`src/rtl/axis_channel_splitter.sv`:
```
// Broadcasts each joined real/imag AXI-Stream beat to channels 00/01/20/21 through independent
// per-output register slots. Define AXIS_SPLIT_STATS_EN to add beat_count/pkt_count counters.
module axis_channel_splitter #(
    parameter int SDATA_WIDTH   = 128,
    parameter int SSAMPLE_WIDTH = 16,
    parameter int SAMPLES       = SDATA_WIDTH / SSAMPLE_WIDTH,
    parameter int CNT_WIDTH     = 32
) (
    input  logic                     clock,
    input  logic                     reset,
    input  logic [3:0]               ch_enable,
    input  logic [SDATA_WIDTH-1:0]   s_axis_real_tdata,
    input  logic                     s_axis_real_tvalid,
    input  logic                     s_axis_real_tlast,
    output logic                     s_axis_real_tready,
    input  logic [SDATA_WIDTH-1:0]   s_axis_imag_tdata,
    input  logic                     s_axis_imag_tvalid,
    input  logic                     s_axis_imag_tlast,
    output logic                     s_axis_imag_tready,
    output logic [SDATA_WIDTH-1:0]   m00_axis_real_tdata,
    output logic [SDATA_WIDTH/8-1:0] m00_axis_real_tkeep,
    output logic                     m00_axis_real_tvalid,
    output logic                     m00_axis_real_tlast,
    input  logic                     m00_axis_real_tready,
    output logic [SDATA_WIDTH-1:0]   m00_axis_imag_tdata,
    output logic [SDATA_WIDTH/8-1:0] m00_axis_imag_tkeep,
    output logic                     m00_axis_imag_tvalid,
    output logic                     m00_axis_imag_tlast,
    input  logic                     m00_axis_imag_tready,
    output logic [SDATA_WIDTH-1:0]   m01_axis_real_tdata,
    output logic [SDATA_WIDTH/8-1:0] m01_axis_real_tkeep,
    output logic                     m01_axis_real_tvalid,
    output logic                     m01_axis_real_tlast,
    input  logic                     m01_axis_real_tready,
    output logic [SDATA_WIDTH-1:0]   m01_axis_imag_tdata,
    output logic [SDATA_WIDTH/8-1:0] m01_axis_imag_tkeep,
    output logic                     m01_axis_imag_tvalid,
    output logic                     m01_axis_imag_tlast,
    input  logic                     m01_axis_imag_tready,
    output logic [SDATA_WIDTH-1:0]   m20_axis_real_tdata,
    output logic [SDATA_WIDTH/8-1:0] m20_axis_real_tkeep,
    output logic                     m20_axis_real_tvalid,
    output logic                     m20_axis_real_tlast,
    input  logic                     m20_axis_real_tready,
    output logic [SDATA_WIDTH-1:0]   m20_axis_imag_tdata,
    output logic [SDATA_WIDTH/8-1:0] m20_axis_imag_tkeep,
    output logic                     m20_axis_imag_tvalid,
    output logic                     m20_axis_imag_tlast,
    input  logic                     m20_axis_imag_tready,
    output logic [SDATA_WIDTH-1:0]   m21_axis_real_tdata,
    output logic [SDATA_WIDTH/8-1:0] m21_axis_real_tkeep,
    output logic                     m21_axis_real_tvalid,
    output logic                     m21_axis_real_tlast,
    input  logic                     m21_axis_real_tready,
    output logic [SDATA_WIDTH-1:0]   m21_axis_imag_tdata,
    output logic [SDATA_WIDTH/8-1:0] m21_axis_imag_tkeep,
    output logic                     m21_axis_imag_tvalid,
    output logic                     m21_axis_imag_tlast,
    input  logic                     m21_axis_imag_tready,
`ifdef AXIS_SPLIT_STATS_EN
    output logic [CNT_WIDTH-1:0]     beat_count,
    output logic [CNT_WIDTH-1:0]     pkt_count,
`endif
    output logic                     err_tlast_mismatch
);

    localparam int KEEP_W = SDATA_WIDTH / 8;

    typedef enum logic {IDLE, IN_PKT} state_t;

    state_t                 state_reg, state_next;
    logic [3:0]             act_reg, act_next;
    logic [3:0]             load_mask;
    logic [7:0]             valid_vec, last_vec, keep_vec, tready_vec;
    logic [SDATA_WIDTH-1:0] data_vec [8];
    logic                   all_free, go;

    // Slot k = 2*channel + half (half 0 = real, 1 = imag)
    assign tready_vec = {m21_axis_imag_tready, m21_axis_real_tready,
                         m20_axis_imag_tready, m20_axis_real_tready,
                         m01_axis_imag_tready, m01_axis_real_tready,
                         m00_axis_imag_tready, m00_axis_real_tready};

    assign all_free           = &(~valid_vec | tready_vec);
    assign go                 = all_free & s_axis_real_tvalid & s_axis_imag_tvalid;
    assign s_axis_real_tready = ~reset & all_free & s_axis_imag_tvalid;
    assign s_axis_imag_tready = ~reset & all_free & s_axis_real_tvalid;

    // The first beat of a packet already uses the freshly sampled enable mask
    assign load_mask = (state_reg == IDLE) ? ch_enable : act_reg;

    always_comb begin
        state_next = state_reg;
        act_next   = act_reg;
        if (go) begin
            if (state_reg == IDLE) begin
                act_next = ch_enable;
                if (!s_axis_real_tlast) state_next = IN_PKT;
            end else if (s_axis_real_tlast) begin
                state_next = IDLE;
            end
        end
    end

    always_ff @(posedge clock) begin
        if (reset) begin
            state_reg          <= IDLE;
            act_reg            <= 4'd0;
            err_tlast_mismatch <= 1'b0;
        end else begin
            state_reg <= state_next;
            act_reg   <= act_next;
            if (go && (s_axis_real_tlast != s_axis_imag_tlast)) err_tlast_mismatch <= 1'b1;
        end
    end

    genvar gi;
    generate
        for (gi = 0; gi < 8; gi++) begin : g_slot
            localparam int CH = gi / 2;
            logic                   valid_reg, last_reg, keep_reg;
            logic [SDATA_WIDTH-1:0] data_reg;
            logic [SDATA_WIDTH-1:0] in_data;
            logic                   in_last;

            assign in_data = (gi % 2 == 0) ? s_axis_real_tdata : s_axis_imag_tdata;
            assign in_last = (gi % 2 == 0) ? s_axis_real_tlast : s_axis_imag_tlast;

            always_ff @(posedge clock) begin
                if (reset) begin
                    valid_reg <= 1'b0;
                    last_reg  <= 1'b0;
                    keep_reg  <= 1'b0;
                    data_reg  <= '0;
                end else if (go) begin
                    valid_reg <= load_mask[CH];
                    if (load_mask[CH]) begin
                        for (int s = 0; s < SAMPLES; s++)
                            data_reg[s*SSAMPLE_WIDTH +: SSAMPLE_WIDTH] <=
                                in_data[s*SSAMPLE_WIDTH +: SSAMPLE_WIDTH];
                        last_reg <= in_last;
                        keep_reg <= 1'b1;
                    end
                end else if (tready_vec[gi]) begin
                    valid_reg <= 1'b0;
                end
            end

            assign valid_vec[gi] = valid_reg;
            assign last_vec[gi]  = last_reg;
            assign keep_vec[gi]  = keep_reg;
            assign data_vec[gi]  = data_reg;
        end
    endgenerate

    assign m00_axis_real_tdata  = data_vec[0];
    assign m00_axis_real_tkeep  = {KEEP_W{keep_vec[0]}};
    assign m00_axis_real_tvalid = valid_vec[0];
    assign m00_axis_real_tlast  = last_vec[0];
    assign m00_axis_imag_tdata  = data_vec[1];
    assign m00_axis_imag_tkeep  = {KEEP_W{keep_vec[1]}};
    assign m00_axis_imag_tvalid = valid_vec[1];
    assign m00_axis_imag_tlast  = last_vec[1];
    assign m01_axis_real_tdata  = data_vec[2];
    assign m01_axis_real_tkeep  = {KEEP_W{keep_vec[2]}};
    assign m01_axis_real_tvalid = valid_vec[2];
    assign m01_axis_real_tlast  = last_vec[2];
    assign m01_axis_imag_tdata  = data_vec[3];
    assign m01_axis_imag_tkeep  = {KEEP_W{keep_vec[3]}};
    assign m01_axis_imag_tvalid = valid_vec[3];
    assign m01_axis_imag_tlast  = last_vec[3];
    assign m20_axis_real_tdata  = data_vec[4];
    assign m20_axis_real_tkeep  = {KEEP_W{keep_vec[4]}};
    assign m20_axis_real_tvalid = valid_vec[4];
    assign m20_axis_real_tlast  = last_vec[4];
    assign m20_axis_imag_tdata  = data_vec[5];
    assign m20_axis_imag_tkeep  = {KEEP_W{keep_vec[5]}};
    assign m20_axis_imag_tvalid = valid_vec[5];
    assign m20_axis_imag_tlast  = last_vec[5];
    assign m21_axis_real_tdata  = data_vec[6];
    assign m21_axis_real_tkeep  = {KEEP_W{keep_vec[6]}};
    assign m21_axis_real_tvalid = valid_vec[6];
    assign m21_axis_real_tlast  = last_vec[6];
    assign m21_axis_imag_tdata  = data_vec[7];
    assign m21_axis_imag_tkeep  = {KEEP_W{keep_vec[7]}};
    assign m21_axis_imag_tvalid = valid_vec[7];
    assign m21_axis_imag_tlast  = last_vec[7];

`ifdef AXIS_SPLIT_STATS_EN
    always_ff @(posedge clock) begin
        if (reset) begin
            beat_count <= '0;
            pkt_count  <= '0;
        end else if (go) begin
            beat_count <= beat_count + 1'b1;
            if (s_axis_real_tlast) pkt_count <= pkt_count + 1'b1;
        end
    end
`endif

endmodule

```
`config.mk`:
```
export PLATFORM = sky130hd
export DESIGN_NAME = axis_channel_splitter
export DESIGN_NICKNAME = d
export VERILOG_FILES = /design/src/rtl/axis_channel_splitter.sv
export SDC_FILE = /design/constraint.sdc
export NUM_CORES = 2
export LEC_CHECK = 0
export CORE_AREA = 2 2 555 557
export CTS_BUF_LIST = sky130_fd_sc_hd__clkbuf_4
export DETAILED_ROUTE_END_ITERATION = 10
export DIE_AREA = 0 0 557 559
export DONT_BUFFER_PORTS = 1
export GPL_TIMING_DRIVEN = 0
export MAX_ROUTING_LAYER = met4
export PLACE_DENSITY = 0.3
export SLEW_MARGIN = 25
export SYNTH_ARGS = -nofsm -noshare
export SYNTH_HDL_FRONTEND = slang
export SYNTH_SLANG_ARGS = --single-unit
```
`constraint.sdc`:
```
create_clock -name clock -period 2.95 [get_ports clock]
set_input_delay 0.59 -clock clock [delete_from_list [all_inputs] [get_ports clock]]
set_output_delay 0.59 -clock clock [all_outputs]
set_load 0.1 [all_outputs]
```
==> metrics.yaml <==
status: "complete, but fails checks"
violations: "setup timing"
worst-path-max-fanout: 3
grtUsageTotal_pct: 15.8
cts_buffers: 333
p_total_mw: 38.7
synthMuxAreaShare_pct: 26.5
ant_nets: 0
final_cell_mix: "1,292 x nand2_1, 1,032 x mux2i_1, 1,013 x dfxtp_2"
post-route-drc-count: 0
syn_area_um2: 39200
synth_top_area_share_pct: 53.6
ctsRootBufferMaster: "clkbuf_4"
first_iter_violations: 1366
crit_type: "register to output port"
preCtsSetupSlack_ns: -0.903
arrival_ns: 3.31
finalHoldViolCount: 0
grt_max_degree: 18
gp_congestion: 0.864
initial_core_util_pct: 12.9
synthesis.nets: 4099
drive_gt1_share_pct: 38.7
cp-start-kind: "register"
yosysUniqueCellTypes: 27
synth_top_area_cell: "dfxtp_1"
r2r_setup_slack_ns: -0.09
synth_area_leaders: "dfxtp_1 54%, mux2i_1 26%, nand2_1 12%"
final_util_pct: 18.2
portBuffers: 0
finalSetupViolations: 8
boundaryPins: 1445
clk_path_buf_depth: 4
syn_avg_cell_area_um2: 10.3
peakVddDrop_mv: 0.285
skew_ns: 0.137
ys_seq_area_share_pct: 53.6
cp_data_required_time_ns: 2.36
die_area_um2: 311000
antenna_found_initial: 58
hpwlAfterDp_um: 198000
wirelength_um: 251000
p_per_area_nw_per_um2: 699
yosysWarnings: 0
hold_class: "input port to register"
slew_viol_final: 0
grt_pass1_vias: 32668
first_pass_iters: 6
rsz0062_at_grt: "yes"
die_y_um: 559
worstMarginPinSlew_ns: 1.09
clk_pin_slew_ns: 0.06
area_delta_synth_final_pct: 41.3
core_um2: 305000
vias: 31684
synth_simple_gate_area_share_pct: 12.9
synth_xor_area_share_pct: 0.0223
p_leak_nw: 24.4
max_cap_viol_count: 0
die_w_um: 557
cts.sinks: 1050
slew_headroom_pct: 27.2
end_kind: "output port"
fin_nets: 4882
grt_pass1_wl_um: 322000
cts_tree: "yes"
final_common_cell: "nand2_1"
ctsHtreeMaxLevel: 5
finalCritPeriodShare_pct: 132
fmax_mhz: 256
clk_latency_ns: 1.32
period_needed_ns: 3.90
avgViaCountPerCell: 3.53
synth_top_family_by_area: "multiplexers"
rows: 203
synth_cells: 3825
setup_tns_ns: -2.09
synth_adder_area_share_pct: 0
synth-compound-area-share_pct: 0.316
hold_ws_ns: 0.173
grt_overflow: 0
wire_per_inst_um: 28.0
ys_ff_latch: 1050
fin_ws_ns: -0.949
timing repair:
| action | in CTS | in global routing |
|---|---|---|
| buffers inserted | 9 | 8 |
| hold buffers | 412 | 3 |
| hold endpoints to repair | 1036 | 5 |
| pin swaps | 3 | 3 |
| gates resized for setup | 1025 | 119 |
| endpoints found under the setup margin | 1941 | 998 |
| cloned | 0 | 2 |
synthesized netlist by cell type:
library cell  number
nor3_1             1
or3_1              2
mux2i_1         1032
mux2_2             5
buf_4            172
o31ai_1            4
nor2b_1            3
clkinv_1           1
dfxtp_1         1050
and4_1             2
nand2_1         1293
nand4_1            6
xor2_1             1
buf_6             48
and2_1             1
nor3_4             1
a21oi_1           14
clkbuf_1         146
nand2b_1           8
o21a_1             2
and4_4             1
inv_1              2
nor2_1             2
buf_2             14
buf_8             11
nor3b_1            2
a41oi_1            1
layout make-up:
type,instances,area [um^2]
Timing Repair Buffer,449,4780
Inverter,3,11.3
Multi-Input combinational cell,2381,15700
Tap cell,4100,5130
Fill cell,34000,250000
Clock inverter,91,548
Clock buffer,458,3440
Buffer,390,3310
Sequential cell,1050,22400
Antenna cell,59,148
layer usage:
metal	up-vias	track usage, %	share of wire (%)
li1	14313	-	-
met1	15470	17.3	39
met2	1546	25.4	46
met3	355	7.34	12
met4	0	5.02	3.3
met5	-	-	0
report_power, final:
group	total, mW	switching, mW	internal [mW]
logic	4.38	2.96	1.42
clock network	14.9	7.45	7.43
registers	19.5	4.63	14.8
logic make-up (layout without fill, tap and decap cells):
family | after synthesis | count (layout)
other | 0 | 59
xor gates and xnor gates | 1 | 1
AOI/OAI and AO/OA | 21 | 21
muxes | 1037 | 1037
buffers and inverters | 394 | 1391
DFF | 1050 | 1050
and+or+nand+nor | 1322 | 1322
stage by stage:
stage          instances  instance area, um^2
5_1_grt             8965                55400
3_3_place_gp        7925                44400
6_report            8981                55400
4_1_cts             8911                54600
2_1_floorplan       3825                39200
3_5_place_dp        7941                44900
worst paths after layout:
kind / from / endpoint / cells past startpoint
max: m00_axis_real_tvalid / s_axis_real_tready / 4
min: s_axis_real_tdata[48] / m21_axis_real_tdata[48] / 2
max reg2reg: m20_axis_imag_tvalid / state_reg / 7
min reg2reg: act_reg[0] / act_reg[0] / 2
worst max-delay path, stage by stage (launching register included):
cell and delay (ns):
dfxtp_4 0.46, nand2b_4 0.16, nand4_1 0.15, or3_4 0.42, nor3b_4 0.90
Note: power is estimated with default switching activity, not from simulation.
